### src/rtl/vga_rx_timing_decoder.sv
// vga_rx_timing_decoder: recovers pixel coordinates, data-enable and pixel data from a VGA
// sync/RGB stream, measures line/frame totals, flags timing errors and reports lock.
// Optional macro VGA_RX_FRAME_CHECKSUM_EN adds a per-frame 16-bit sum of active pixels.
module vga_rx_timing_decoder #(
    parameter int H_TOTAL     = 800,
    parameter int V_TOTAL     = 525,
    parameter int H_ACT_START = 144,
    parameter int H_ACT_END   = 784,
    parameter int V_ACT_START = 35,
    parameter int V_ACT_END   = 515,
    parameter bit SYNC_ACTIVE = 1'b1,
    parameter int LOCK_COUNT  = 2
) (
    input  logic        clk_25MHz,
    input  logic        rst,
    input  logic        Hsynq,
    input  logic        Vsynq,
    input  logic [3:0]  Red,
    input  logic [3:0]  Green,
    input  logic [3:0]  Blue,
    output logic [15:0] pix_x,
    output logic [15:0] pix_y,
    output logic        de,
    output logic [11:0] pix_rgb,
    output logic        frame_start,
    output logic        locked,
    output logic        timing_err,
    output logic [15:0] h_total_meas,
    output logic [15:0] v_total_meas,
    output logic [15:0] frame_checksum
);
    localparam int GW = $clog2(LOCK_COUNT + 1);
    localparam logic [GW-1:0] LC = GW'(LOCK_COUNT);
    localparam logic [15:0] HT = 16'(H_TOTAL);
    localparam logic [15:0] VT = 16'(V_TOTAL);
    localparam logic [15:0] HS = 16'(H_ACT_START);
    localparam logic [15:0] HE = 16'(H_ACT_END);
    localparam logic [15:0] VS = 16'(V_ACT_START);
    localparam logic [15:0] VE = 16'(V_ACT_END);
    localparam logic [15:0] TO_LAST = 16'(2 * H_TOTAL - 1);

    logic hs_r, vs_r, hs_d, vs_d;
    logic [11:0] rgb_r, rgb_n;
    logic [15:0] h_cnt, v_cnt, h_inc, v_inc, h_pos, v_pos;
    logic h_seen, v_seen, timed_out, timed_out_n;
    logic [GW-1:0] h_good, v_good, h_good_n, v_good_n;
    logic rise_h, rise_v, h_meas, v_meas, h_bad, v_bad, timeout, de_n;

    // Position, measurement and lock decisions for the current stage-1 sample
    always_comb begin
        rise_h      = hs_r && !hs_d;
        rise_v      = vs_r && !vs_d;
        h_inc       = (h_cnt == 16'hFFFF) ? h_cnt : h_cnt + 16'd1;
        v_inc       = (v_cnt == 16'hFFFF) ? v_cnt : v_cnt + 16'd1;
        h_pos       = rise_h ? '0 : h_inc;
        v_pos       = rise_h ? (rise_v ? '0 : v_inc) : v_cnt;
        h_meas      = rise_h && h_seen;
        v_meas      = rise_v && v_seen;
        h_bad       = h_meas && h_inc != HT;
        v_bad       = v_meas && (!rise_h || v_inc != VT);
        timeout     = !rise_h && h_cnt == TO_LAST;
        timed_out_n = !rise_h && (timed_out || timeout);
        h_good_n    = (h_bad || timeout) ? '0 : (h_meas && h_good != LC) ? h_good + GW'(1) : h_good;
        v_good_n    = (v_bad || timeout) ? '0 : (v_meas && v_good != LC) ? v_good + GW'(1) : v_good;
        de_n        = (v_seen || rise_v) && !timed_out_n && h_pos >= HS && h_pos < HE
                      && v_pos >= VS && v_pos < VE;
        rgb_n       = de_n ? rgb_r : '0;
    end

    // Stage 1: capture inputs, normalise sync polarity, keep previous sync for edge detection
    always_ff @(posedge clk_25MHz) begin
        if (rst) begin
            {hs_r, vs_r, hs_d, vs_d} <= '0;
            rgb_r <= '0;
        end else begin
            hs_r  <= Hsynq == SYNC_ACTIVE;
            vs_r  <= Vsynq == SYNC_ACTIVE;
            hs_d  <= hs_r;
            vs_d  <= vs_r;
            rgb_r <= {Red, Green, Blue};
        end
    end

    // Counters, first-edge flags, timeout latch and good-measurement history
    always_ff @(posedge clk_25MHz) begin
        if (rst) begin
            h_cnt     <= '0;
            v_cnt     <= '0;
            h_seen    <= 1'b0;
            v_seen    <= 1'b0;
            timed_out <= 1'b0;
            h_good    <= '0;
            v_good    <= '0;
        end else begin
            h_cnt     <= h_pos;
            v_cnt     <= v_pos;
            h_seen    <= h_seen || rise_h;
            v_seen    <= v_seen || rise_v;
            timed_out <= timed_out_n;
            h_good    <= h_good_n;
            v_good    <= v_good_n;
        end
    end

    // Stage 2: register every output so input-to-output latency is two clocks
    always_ff @(posedge clk_25MHz) begin
        if (rst) begin
            pix_x        <= '0;
            pix_y        <= '0;
            de           <= 1'b0;
            pix_rgb      <= '0;
            frame_start  <= 1'b0;
            locked       <= 1'b0;
            timing_err   <= 1'b0;
            h_total_meas <= '0;
            v_total_meas <= '0;
        end else begin
            pix_x        <= de_n ? h_pos - HS : '0;
            pix_y        <= de_n ? v_pos - VS : '0;
            de           <= de_n;
            pix_rgb      <= rgb_n;
            frame_start  <= rise_v;
            locked       <= h_good_n == LC && v_good_n == LC;
            timing_err   <= h_bad || v_bad || timeout;
            h_total_meas <= h_meas ? h_inc : h_total_meas;
            v_total_meas <= v_meas ? v_inc : v_total_meas;
        end
    end

`ifdef VGA_RX_FRAME_CHECKSUM_EN
    logic [15:0] cks_acc;

    // Sum active pixels; publish and restart on each Vsynq leading edge
    always_ff @(posedge clk_25MHz) begin
        if (rst) begin
            cks_acc        <= '0;
            frame_checksum <= '0;
        end else if (rise_v) begin
            cks_acc        <= '0;
            frame_checksum <= cks_acc;
        end else begin
            cks_acc        <= cks_acc + {4'd0, rgb_n};
        end
    end
`else
    assign frame_checksum = '0;
`endif
endmodule

### config.mk
export PLATFORM = sky130hd
export DESIGN_NAME = vga_rx_timing_decoder
export DESIGN_NICKNAME = d
export VERILOG_FILES = /design/src/rtl/vga_rx_timing_decoder.sv
export SDC_FILE = /design/constraint.sdc
export NUM_CORES = 1
export LEC_CHECK = 0
export ABC_AREA = 1
export ABC_CLOCK_PERIOD_IN_PS = 7500
export BUFFER_PORTS_ARGS = -buffer_cell sky130_fd_sc_hd__buf_2
export CORE_MARGIN = 2
export CORE_UTILIZATION = 60
export DETAILED_ROUTE_END_ITERATION = 8
export PLACE_DENSITY = 0.94
export SYNTH_ARGS = -nofsm -noshare
export SYNTH_HDL_FRONTEND = slang
export SYNTH_SLANG_ARGS = --single-unit
### constraint.sdc
create_clock -name clk_25MHz -period 7.5 [get_ports clk_25MHz]
set_input_delay 0.75 -clock clk_25MHz [delete_from_list [all_inputs] [get_ports clk_25MHz]]
set_output_delay 0.75 -clock clk_25MHz [all_outputs]
set_load 0.03 [all_outputs]
==> flow_metrics.py <==
metrics = {
    "setup_path": {
        "path_max_fanout": 42,
        "path_buf_inv": 2,
        "path_class": "flop to flop",
        "path_cells": "inv_1 -> nor2_4 -> inv_2 -> nor2_2 -> nand3_1 -> nand2_1 -> ha_1 -> nor2_1 -> nand2_2 -> nand2_2 -> nand3_2 -> nand4_4 -> nor2_2",
        "cp.required_ns": 7.93,
        "crit_path_top_delay_cell": "nand4_4",
        "arrival_ns": 4.27,
        "start_kind": "flop",
        "crit_family": "simple AND/OR/NAND/NOR gates",
        "crit_path_end_kind": "flop",
        "cp_slowest_stage_delay_ns": 0.77,
    },
    "yosys": {
        "synth.area.mux_share_pct": 0.157,
        "synth_fa_ha_area_share_pct": 1.37,
        "seq_area_frac_synth_pct": 42.4,
        "syn_inst": 879,
        "ys_ff_latch": 135,
        "netlist.area_leader.share_pct": 42.4,
        "ys_warn_count": 0,
        "synth_top_family_by_area": "simple AND/OR/NAND/NOR gates",
        "netlist_area_um2": 6370,
        "synth.distinct_cells": 40,
        "avgSynthCellArea_um2": 7.25,
        "synth_compound_area_share_pct": 7.15,
        "synth_xor_area_share_pct": 3.71,
        "synth_area_leader_cell": "dfxtp_1",
        "synth_area_leaders": "dfxtp_1 (42%), nand2_1 (9.7%), nor2_1 (7.8%), inv_1 (7.2%), nor2_2 (4.8%)",
        "synth_simple_gate_area_share_pct": 33.5,
    },
    "route": {
        "drc": 4,
        "wl_met1_mm": 6.10,
        "wl_met3_mm": 1.54,
        "vias": 6087,
        "wl_mm": 16.2,
        "dr.max_layer_used": "met4",
        "vias_per_cell": 5.43,
        "dr.pass1.iters": 9,
        "postRouteAntennaNets": 0,
        "routedWlPerCell_um": 14.5,
        "wl_met2_mm": 7.80,
        "drtIter0Drc": 630,
    },
    "sta": {
        "period_minus_slack_ns": 3.84,
        "fmax_ghz": 0.261,
        "setup_ws_ns": 3.66,
        "max_slew.worst_pin.slew_ns": 1.07,
        "fin_skew_ns": 0.0113,
        "hold_viol_final": 0,
        "finalCritPeriodShare_pct": 51.2,
        "rsz0062_at_grt": "false",
        "slew_headroom_pct": 28.8,
        "final_max_slew_viol_count": 0,
        "holdWs_ns": 0.410,
        "finalSetupViolCount": 0,
        "final.setup.tns_ns": 0,
    },
    "final_layout": {
        "drive_gt1_share_pct": 22.9,
        "fin_area_um2": 7410,
        "antennaDiodeCount": 0,
        "final_util_pct": 71.8,
        "synthToLayoutAreaGrowth_pct": 16.3,
        "instances_no_fill": 1122,
        "final_nets": 996,
    },
    "outcome": {
        "status": "finished with violations",
        "violations": "design-rule violations",
    },
    "power": {
        "power_leakage_nw": 3.91,
        "peakVddDrop_mv": 0.150,
        "p_per_area_nw_per_um2": 217,
        "total_power_mw": 1.61,
    },
    "floorplan": {
        "dieWidth_um": 107,
        "fp.dieArea_um2": 11500,
        "rows": 37,
        "start_util_pct": 61.7,
        "ios": 112,
        "core_area_um2": 10300,
        "fp.dieH_um": 107,
    },
    "clock_tree": {
        "clockBufferDepth": 2,
        "clk_pin_slew_worst_paths_ns": 0.07,
        "cts.sinks": 135,
        "cts-root-buf": "clkbuf_8",
        "numCtsBuffers": 17,
        "insertion_delay_ns": 0.52,
        "htree_num_levels": 4,
        "post_cts.repair.setup_buffers": 0,
        "cts_tree": "yes",
        "ctsResizeCount": 0,
        "holdBufCountCts": 0,
    },
    "global_routing": {
        "antenna_found_initial": 0,
        "grt_pass1_vias": 5486,
        "grt_pass1_wl_mm": 25.8,
        "overflow": 0,
        "grt_max_degree": 56,
        "grtUsageTotal_pct": 28.5,
    },
    "place": {
        "placed_cell_area_um2": 6850,
        "place_worst_setup_slack_ns": 3.40,
        "gp_congestion": 0.974,
        "portBuffers": 95,
        "place_inst": 1090,
        "hpwl_mm": 10.8,
    },
    "worst_hold_path": {
        "hold_path.class": "flop to flop",
    },
    "flow_run": {
        "max_cap_viol_count": 0,
    },
}
[power by group]
group / internal (mW) / leakage [nW] / switching (mW)
clock network: 0.427 / 0.273 / 0.360
logic: 0.0207 / 2.54 / 0.0643
registers: 0.731 / 1.10 / 0.00737
[worst reg2reg max path: stages, from the launching register on]
cell and delay [ns]:
dfxtp_1 0.30, inv_1 0.06, nor2_4 0.30, inv_2 0.34
nor2_2 0.58, nand3_1 0.19, nand2_1 0.17, ha_1 0.23
nor2_1 0.09, nand2_2 0.09, nand2_2 0.08, nand3_2 0.13
nand4_4 0.77, nor2_2 0.40
[path summary, 6_finish.rpt]
kind | start | end | slack [ns] | cells after the start
worst min-delay path | rgb_r[11]$_SDFF_PP0_ | pix_rgb[11]$_SDFF_PP0_ | 0.41 | 2
worst max-delay path | hs_r$_SDFF_PP0_ | pix_rgb[10]$_SDFF_PP0_ | 3.66 | 13
worst max register to register | hs_r$_SDFF_PP0_ | pix_rgb[10]$_SDFF_PP0_ | 3.66 | 13
worst min register to register | rgb_r[11]$_SDFF_PP0_ | pix_rgb[11]$_SDFF_PP0_ | 0.41 | 2
[synthesized netlist by cell type, drive strengths merged]
master / n
buf: 26
nor4b: 1
a21oi: 23
inv: 134
nor3b: 1
nand2: 179
clkbuf: 12
or2: 5
nor2: 185
o211ai: 7
ha: 7
and2: 2
nand3: 59
mux2i: 1
dfxtp: 135
o21ai: 41
o21bai: 8
nand4: 15
conb: 1
xor2: 20
nand3b: 2
xnor2: 7
nor3: 8
[cell families after synthesis]
| group | count (synthesis) |
|---|---|
| AOI/OAI and AO/OA | 79 |
| and+or+nand+nor | 457 |
| adders and majority gates | 7 |
| DFF | 135 |
| other | 1 |
| buffers and inverters | 172 |
| xor gates and xnor gates | 27 |
| muxes | 1 |
[state kept, by name (all words and copies together), names as in the netlist, 2 cells and up]
register and flops:
h_cnt 16, h_good 2, h_total_meas 16, pix_rgb 12, pix_x 16, pix_y 16, rgb_r 12, v_cnt 16
v_good 2, v_total_meas 16
[metal layers]
| layer | global-route usage (%) | up-vias |
|---|---|---|
| met5 | 0 | - |
| met2 | 47.2 | 368 |
| li1 | - | 2877 |
| met4 | 15.2 | 0 |
| met1 | 33.8 | 2754 |
| met3 | 7.60 | 88 |
[final cells by class]
cell class              count  area [µm²]
inverters                 134         505
fillers                   741        2910
repair buffers             95         475
multi-input cells         590        2990
well taps                 136         170
flip-flops and latches    135        2700
clock buffers              17         414
clock inverters            15         149
[layout by cell type (no fill, tap or decap), types with 2 or more instances in the layout]
cell type   count
conb_1         19
nor2_4          3
dfxtp_1       135
clkbuf_16      16
nor2_1        132
o21bai_1        8
buf_2          95
o21ai_2         5
nor2_2         49
xor2_1         20
clkinvlp_4      2
nand2_1       165
nand2_2        13
nor3_1          6
nand3_2         6
inv_6           6
nand4_1        14
and2_1          2
o211ai_1        7
inv_1         122
ha_1            7
or2_2           5
inv_2          11
nand3b_1        2
inv_8           5
nand3_1        53
o21ai_1         3
xnor2_1         7
a21oi_1        22
o21ai_0        33
Note: power is estimated with default switching activity, not from simulation.
